`src/rtl/channel_combiner.sv`:
```
// rtl/channel_combiner.sv - sums each channel-interleaved I/Q frame into one rounded, saturated sample
// One lane per component (I or Q); the top sequences frames and owns the valid/ready handshake.

module channel_combiner_lane #(
  parameter int WIDTH = 16,
  parameter int ACC_W = 28,
  parameter int SHIFT = 11
) (
  input  logic                    i_clock,
  input  logic                    i_reset_n,
  input  logic                    i_clear,
  input  logic                    i_accept,
  input  logic                    i_first,
  input  logic                    i_close,
  input  logic signed [WIDTH-1:0] i_sample,
  output logic signed [WIDTH-1:0] o_result,
  output logic                    o_sat
);

  // One spare bit over the accumulator so the rounding constant can never overflow the sum.
  localparam int RW       = ACC_W + 1;
  localparam int SHIFT_M1 = (SHIFT > 0) ? SHIFT - 1 : 0;
  localparam logic [RW-1:0] ROUND = (SHIFT > 0) ? (RW'(1) << SHIFT_M1) : '0;

  logic signed [ACC_W-1:0] acc_q, acc_d;
  logic signed [WIDTH-1:0] result_q, result_d;
  logic signed [RW-1:0]    acc_ext;
  logic signed [RW-1:0]    smp_ext;
  logic signed [RW-1:0]    sum;
  logic signed [RW-1:0]    rounded;
  logic signed [WIDTH-1:0] clamped;
  logic                    over;
  logic                    under;

  always_comb begin
    acc_ext = {{(RW-ACC_W){acc_q[ACC_W-1]}}, acc_q};
    smp_ext = {{(RW-WIDTH){i_sample[WIDTH-1]}}, i_sample};
    sum     = (i_first ? '0 : acc_ext) + smp_ext;
    rounded = (sum + $signed(ROUND)) >>> SHIFT;

    // In range only when every bit above the output sign bit matches the sign.
    over  = !rounded[RW-1] && (|rounded[RW-2:WIDTH-1]);
    under =  rounded[RW-1] && !(&rounded[RW-2:WIDTH-1]);

    if (over) begin
      clamped = {1'b0, {(WIDTH-1){1'b1}}};
    end else if (under) begin
      clamped = {1'b1, {(WIDTH-1){1'b0}}};
    end else begin
      clamped = rounded[WIDTH-1:0];
    end

    acc_d = acc_q;
    if (i_clear) begin
      acc_d = '0;
    end else if (i_accept) begin
      acc_d = sum[ACC_W-1:0];
    end

    result_d = result_q;
    if (i_close) begin
      result_d = clamped;
    end
  end

  always_ff @(posedge i_clock or negedge i_reset_n) begin
    if (!i_reset_n) begin
      acc_q    <= '0;
      result_q <= '0;
    end else begin
      acc_q    <= acc_d;
      result_q <= result_d;
    end
  end

  assign o_result = result_q;
  assign o_sat    = i_close && (over || under);

endmodule

module channel_combiner #(
  parameter int WIDTH        = 16,
  parameter int NUM_CHANNELS = 2048,
  parameter int SHIFT        = 11
) (
  input  logic                            i_clock,
  input  logic                            i_reset_n,
  input  logic signed [WIDTH-1:0]         i_inph,
  input  logic signed [WIDTH-1:0]         i_quad,
  input  logic                            i_valid,
  output logic                            o_ready,
  output logic signed [WIDTH-1:0]         o_inph,
  output logic signed [WIDTH-1:0]         o_quad,
  output logic                            o_valid,
  input  logic                            i_ready,
  input  logic                            i_clear,
  output logic [$clog2(NUM_CHANNELS)-1:0] o_chan,
  output logic                            o_sat
);

  localparam int CHAN_W = $clog2(NUM_CHANNELS);
  localparam int ACC_W  = WIDTH + CHAN_W + 1;
  localparam logic [CHAN_W-1:0] LAST = CHAN_W'(NUM_CHANNELS - 1);

  logic [CHAN_W-1:0] chan_q, chan_d;
  logic              valid_q, valid_d;
  logic              sat_q, sat_d;
  logic              accept;
  logic              first;
  logic              close;
  logic              inph_sat;
  logic              quad_sat;

  // Only the frame-closing sample can stall, and only behind an unconsumed result.
  assign o_ready = !((chan_q == LAST) && valid_q && !i_ready);
  assign accept  = i_valid && o_ready && !i_clear;
  assign first   = (chan_q == '0);
  assign close   = accept && (chan_q == LAST);

  channel_combiner_lane #(
    .WIDTH (WIDTH),
    .ACC_W (ACC_W),
    .SHIFT (SHIFT)
  ) u_lane_inph (
    .i_clock   (i_clock),
    .i_reset_n (i_reset_n),
    .i_clear   (i_clear),
    .i_accept  (accept),
    .i_first   (first),
    .i_close   (close),
    .i_sample  (i_inph),
    .o_result  (o_inph),
    .o_sat     (inph_sat)
  );

  channel_combiner_lane #(
    .WIDTH (WIDTH),
    .ACC_W (ACC_W),
    .SHIFT (SHIFT)
  ) u_lane_quad (
    .i_clock   (i_clock),
    .i_reset_n (i_reset_n),
    .i_clear   (i_clear),
    .i_accept  (accept),
    .i_first   (first),
    .i_close   (close),
    .i_sample  (i_quad),
    .o_result  (o_quad),
    .o_sat     (quad_sat)
  );

  always_comb begin
    chan_d  = chan_q;
    valid_d = valid_q;
    sat_d   = sat_q;
    if (i_clear) begin
      chan_d  = '0;
      valid_d = 1'b0;
      sat_d   = 1'b0;
    end else begin
      if (accept) begin
        chan_d = (chan_q == LAST) ? '0 : chan_q + CHAN_W'(1);
      end
      // A new result replaces one leaving in the same cycle, so valid stays high.
      if (close) begin
        valid_d = 1'b1;
        sat_d   = sat_q || inph_sat || quad_sat;
      end else if (valid_q && i_ready) begin
        valid_d = 1'b0;
      end
    end
  end

  always_ff @(posedge i_clock or negedge i_reset_n) begin
    if (!i_reset_n) begin
      chan_q  <= '0;
      valid_q <= 1'b0;
      sat_q   <= 1'b0;
    end else begin
      chan_q  <= chan_d;
      valid_q <= valid_d;
      sat_q   <= sat_d;
    end
  end

  assign o_chan  = chan_q;
  assign o_valid = valid_q;
  assign o_sat   = sat_q;

endmodule

```
`config.mk`:
```
export PLATFORM = sky130hd
export DESIGN_NAME = channel_combiner
export DESIGN_NICKNAME = d
export VERILOG_FILES = /design/src/rtl/channel_combiner.sv
export SDC_FILE = /design/constraint.sdc
export NUM_CORES = 1
export LEC_CHECK = 0
export BUFFER_PORTS_ARGS = -buffer_cell sky130_fd_sc_hd__buf_2
export CAP_MARGIN = 20
export CORE_UTILIZATION = 25
export CTS_CLUSTER_DIAMETER = 120
export DETAILED_ROUTE_END_ITERATION = 10
export HOLD_SLACK_MARGIN = 0.15
export PLACE_DENSITY = 0.42
export RECOVER_POWER = 50
export SLEW_MARGIN = 20
export SYNTH_ARGS = -nofsm -noshare
export SYNTH_HDL_FRONTEND = slang
export SYNTH_SLANG_ARGS = --single-unit
```
`constraint.sdc`:
```
create_clock -name i_clock -period 12.7 [get_ports i_clock]
set_input_delay 0.635 -clock i_clock [delete_from_list [all_inputs] [get_ports i_clock]]
set_output_delay 0.635 -clock i_clock [all_outputs]
set_load 0.02 [all_outputs]
```
# Word level (Yosys, flattened, before mapping)

Cells that the tools add are included.

Bits in registers: 101
Word-level logic and storage cells: 62

$add $sub $neg: 5
Equal/unequal tests: 1
Multiplexer cells: 18
Reductions and logical operators: 31

Operator list:

| cell                     | count |
|---|---|
| $mux W28                 | 4 |
| $mux W16                 | 4 |
| $add A29 B12 Y29 const B | 2 |
| $add A29 B29 Y29         | 2 |
| $mux W29                 | 2 |
| $mux W11                 | 3 |
| $logic_and A1 B1 Y1      | 12 |
| $add A11 B1 Y11 const B  | 1 |
| $eq A11 B11 Y1 const B   | 1 |
| $logic_not A11 Y1        | 1 |
| $logic_not A1 Y1         | 7 |
| $reduce_and A3 Y1        | 2 |
| $reduce_or A3 Y1         | 2 |
| $mux W1                  | 5 |
| $logic_or A1 B1 Y1       | 4 |
| $reduce_bool A2 Y1       | 2 |
| $reduce_bool A3 Y1       | 1 |

# Longest topological paths before layout

Word-level depth: 13
Depth in mapped cells: 26
Mapped depth without buffers: 22

# Modules after synthesis

Synthesis repeated with hierarchy kept, for this count alone.

Cell total of the unflattened synthesis: 1,169
Area total of the unflattened synthesis: 9,844.4 sq um

Modules (own cells, without submodules):

| module                               | times used | cells each | area an instance (sq um) | sequential area each (sq um) |
|---|---|---|---|---|
| channel_combiner_lane at u_lane_inph | 1          | 562        | 4,628.2                  | 1,101.1 |
| channel_combiner_lane at u_lane_quad | 1          | 515        | 4,386.7                  | 1,101.1 |
| channel_combiner                     | 1          | 92         | 829.5                    | 325.3 |

# Worst setup path before layout

No wires, ideal clock.

Kind: reg-to-reg
From: register chan_q[0], in the netlist o_chan[0]
To: register u_lane_quad.result_q[11], in the netlist u_lane_quad.o_result[11]
Arrival time: 4.886 ns
Data required time: 12.579 ns
Path slack: 7.693 ns
Cell stages (with the launch flop): 27
Path buffers: 4
Clock period less this slack: 5.007 ns
Cell sequence: dfrtp_1 -> inv_1 -> ha_1 -> nor4b_1 -> nand3_1 -> buf_1 -> clkbuf_1 -> and2_1 -> ha_1 -> inv_1 -> fa_1 -> nand2b_1 -> a21oi_2 -> o2111a_1 -> or3_2 -> and2_1 -> ha_1 -> inv_1 -> or4_4 -> or2_0 -> clkbuf_1 -> and4_1 -> o211a_1 -> nor2_4 -> buf_6 -> nor2_1 -> o22a_1

Longest elaborated chain between the ends: 9
Elaborated cells on any way between the ends: 19

RTL lines:

| what                     | RTL line | source |
|---|---|---|
| start: declaration       | 105      | `logic [CHAN_W-1:0] chan_q, chan_d;` |
| start signal: assignment | 180      | `chan_q <= chan_d;` |
| $logic_not A11 Y1        | 117      | `assign first = (chan_q == '0);` |
| $mux W29                 | 38       | `sum = (i_first ? '0 : acc_ext) + smp_ext;` |
| $add A29 B29 Y29         | 38       |  |
| $add A29 B12 Y29         | 39       | `rounded = (sum + $signed(ROUND)) >>> SHIFT;` |
| $reduce_and A3 Y1        | 43       | `under = rounded[RW-1] && !(&rounded[RW-2:WIDTH-1]);` |
| $logic_not A1 Y1         | 43       |  |
| $logic_and A1 B1 Y1      | 43       |  |
| $mux W16                 | 47       | `end else if (under) begin` |
| $mux W16                 | 45       | `if (over) begin` |
| end signal: assignment   | 72       | `result_q <= result_d;` |
| end: declaration         | 26       | `logic signed [WIDTH-1:0] result_q, result_d;` |

Several ways; a longest one is shown, not always the timed one.
A chain may end at the register's enable or synchronous reset.

# Worst setup path in the final report

From: register chan_q[0], in the netlist o_chan[0]
To: register u_lane_inph.result_q[0], in the netlist u_lane_inph.o_result[0]

Longest elaborated chain between the ends: 9
Elaborated cells on any way between the ends: 19

RTL lines:

| what                   | RTL line |
|---|---|
| $logic_not A11 Y1      | 117 |
| $mux W29               | 38 |
| $add A29 B29 Y29       | 38 |
| $add A29 B12 Y29       | 39 |
| $reduce_and A3 Y1      | 43 |
| $logic_not A1 Y1       | 43 |
| $logic_and A1 B1 Y1    | 43 |
| $mux W16               | 47 |
| $mux W16               | 45 |
| end signal: assignment | 72 |
| end: declaration       | 26 |

Several ways; a longest one is shown, not always the timed one.

==> run summary <==
* **core area** 0.0355 sq mm
* **library cell occupying the most area in the post-synthesis netlist** dfrtp_1
* **total detailed-routing wirelength** 28.4 mm
* **number of clock sinks** 101
* **max-cap violation count** 2
* **starting density of the core** 25.4%
* **tightest slew margin relative to the limit** -140%
* **routed vias** 8215
* **Least-Margin Pin Slew** 3.60 ns
* **placer congestion estimate** 0.893
* **post-cts repair resize count** 0
* **number of I/O pins** 83
* **number of cells on the worst hold path** 2
* **Max rail drop VDD** 0.0682 mV
* **cell types occupying the most area after synthesis** dfrtp_1, ha_1, nand2_1, a21oi_1, xnor2_1
* **number of enable-type register cells in the synthesized netlist** 0
* **Longest Clk Path Bufs** 2
* **post-synthesis sequential area ratio** 28.1%
* **synthesized area per cell** 7.89 sq um
* **CTS root buf** clkbuf_16
* **number of post-CTS setup repair buffers** 0
* **final period utilization** 46.7%
* **unrepaired setup endpoints after global routing** no
* **# H-tree levels** 3
* **worst min-delay path category** reg2reg
* **total global-route track usage** 15.9%
* **crit start category** flip-flop
* **setup TNS** 0 ns
* **routed length per instance** 17.2 um
* **pin count of the biggest net entering global routing** 68
* **endpoint class of the critical path** flip-flop
* **required time worst endpoint** 12.92 ns
* **number of buffers inserted for hold repair after clock tree synthesis** 0
* **largest fanout on the critical path** 56
* **final count of negative-setup-slack endpoints** 0
* **Warnings, synthesis** 0
* **Clock transition at path regs** 0.07 ns
* **Power per Cell Area** 97.1 mW/mm^2
* **global-route wire length before repair** 45.5 mm
* **number of flip-flops and latches in the synthesized netlist** 101
* **total count of max-transition violations in the final report** 104
* **Core Util, Final** 28.2%
* **leading cell type in the layout, fill and taps excluded** nand2_1
* **post-detailed-route DRC marker count** 0
* **floorplan die width** 192 um
* **std cell rows** 69
* **count of antenna diodes in the layout** 0
* **GRT Residual Overflow** 0
* **cells after synthesis** 1141
* **Yosys top cell area share** 28.1%
* **Post-layout nets** 1280
* **upper clock frequency limit** 169 MHz
* **antenna-violating nets left** 0
* **Die Outline Area** 0.0368 sq mm
* **filler cell count in the final layout** 3933
* **later-pin clock latency in the skew report** 0.37 ns
* **placed wire-length estimate** 20.9 mm
* **TritonCTS Buffers** 9
* **result of the run** finished with violations
* **async set-or-reset flop fraction in the synthesized netlist** 100%
* **Port Buffer Count** 82
* **Netlist cell types** 96
* **number of DRC markers in iteration 0** 535
* **post-layout min period** 5.93 ns
* **layout cells sized above 1** 8.26%
* **floorplan die height** 192 um
* **antenna violations before repair** 0
* **first drt pass iteration count** 5
* **top flip-flop cell by instance count after synthesis** dfrtp_1
* **post-synth design cell area** 0.00900 sq mm
* **CTS tree** yes
* **detail-routed via count per cell** 4.99
* **depth of the worst register-to-register path** 20
* **vias in the first global route** 7919
* **violated checks** capacitance limit, slew limit
* **setup clock skew after layout** 0.00774 ns
* **Hold Fails Final Rpt** 0
* **leading cell types in the layout, fill and taps excluded** nand2_1, a21oi_1, nor2_1
* **cell leakage power** 4.22 nW
* **synth-to-layout area growth** 11.0%
* **Net Count, Synth** 1240
* **critical path class** reg2reg
* **arrival time reported for the critical path endpoint** 6.15 ns
critical path, cell delays in order (launching register included):
cell       delay [ns]
dfrtp_1          0.46
inv_1            0.07
ha_1             0.18
nor4b_1          0.14
nand3_1          0.08
buf_4            0.45
and2_1           0.21
ha_1             0.16
inv_1            0.06
fa_1             0.37
nand2b_1         0.19
a21oi_1          0.26
o21bai_1         0.19
a21oi_2          0.32
o21ai_0          0.19
a211oi_1         0.67
and2b_1          0.33
and3_1           0.31
o2111ai_1        0.21
a221oi_4         0.71
o22ai_1          0.19
worst paths after layout:
path | endpoint | slack [ns] | from
worst max-delay path | u_lane_inph.o_result[0] | 6.77 | o_chan[0]
worst min-delay path | u_lane_quad.o_result[15] | 0.48 | u_lane_quad.o_result[15]
worst max register to register | u_lane_inph.o_result[0] | 6.77 | o_chan[0]
worst min register to register | u_lane_quad.o_result[15] | 0.48 | u_lane_quad.o_result[15]
max in group asynchronous | u_lane_inph.o_result[2] | 7.47 | i_reset_n
min in group asynchronous | u_lane_quad.acc_q[5] | 0.90 | i_reset_n
synthesized netlist by cell type, types with 4 or more instances:
cell,instances
nand2_1,168
o21ai_0,47
xnor2_1,50
or3_1,9
o21a_1,9
buf_1,4
clkbuf_1,34
a21oi_1,124
o211ai_1,15
o22ai_1,7
dfrtp_1,101
a211oi_1,8
a31oi_1,7
nor2_1,107
nor4_1,5
ha_1,60
buf_4,4
nand2b_1,24
o21ai_1,13
o22a_1,17
buf_6,6
o211a_1,6
xor2_1,23
a21o_1,12
or4_1,4
o21bai_1,4
nand4_1,16
and2_1,65
inv_1,24
and3_1,13
nor3_1,22
nor2b_1,7
buf_2,8
nand3_1,23
o31ai_1,4
per-layer routing:
| metal | up-vias | global-route usage [%] | part of all wire, % |
|---|---|---|---|
| li1 | 4131 | - | - |
| met1 | 3930 | 23.7 | 52 |
| met2 | 140 | 23.9 | 43 |
| met3 | 14 | 1.99 | 3.2 |
| met4 | 0 | 3.42 | 0.99 |
| met5 | - | 0 | 0 |
kinds of logic (layout without fill, tap and decap cells):
kind of cell / Yosys count / in the layout / share of synthesized area, %
flops: 101 / 101 / 28.1
compound gates: 318 / 318 / 23.0
simple gates: 501 / 501 / 27.9
mux: 2 / 2 / 0.236
xor+xnor: 74 / 74 / 7.41
buf+inv: 83 / 128 / 4.54
fa+ha+maj: 62 / 62 / 8.78
registers in the layout, indices dropped and copies added (netlist names):
register,cells
u_lane_inph.o_result,16
o_sat,1
o_valid,1
u_lane_inph.acc_q,28
u_lane_quad.acc_q,28
u_lane_quad.o_result,16
o_chan,11
final cells by class:
cell class	count	area [sq um]	share of cell area, %
clock buffer	9	225	2.25
clock inverter	7	105	1.05
inverter	24	90.1	0.901
multi-input combinational	957	6080	60.8
sequential	101	2530	25.3
tap	461	577	5.77
timing repair buffer	88	394	3.94
where the power goes:
| group | total [mW] | switching, mW | internal [mW] | leakage [nW] |
|---|---|---|---|---|
| registers | 0.350 | 0.0101 | 0.340 | 1.31 |
| logic | 0.301 | 0.197 | 0.104 | 2.76 |
| clock network | 0.320 | 0.144 | 0.176 | 0.158 |
per-stage QoR:
step	setup WS [ns]	instances	instance area [sq um]	power [mW]	hold slack, ns
after floorplan	7.69	1141	9000	0.571	0.339
after global placement	6.96	1631	9730	0.661	0.468
after detailed placement	6.82	1631	9730	0.659	0.476
after CTS	6.77	1647	10100	0.988	0.247
after global routing	6.27	1647	10000	1.03	0.530
final	6.77	1647	10000	0.970	0.485
(Power assumes the default switching activity.)
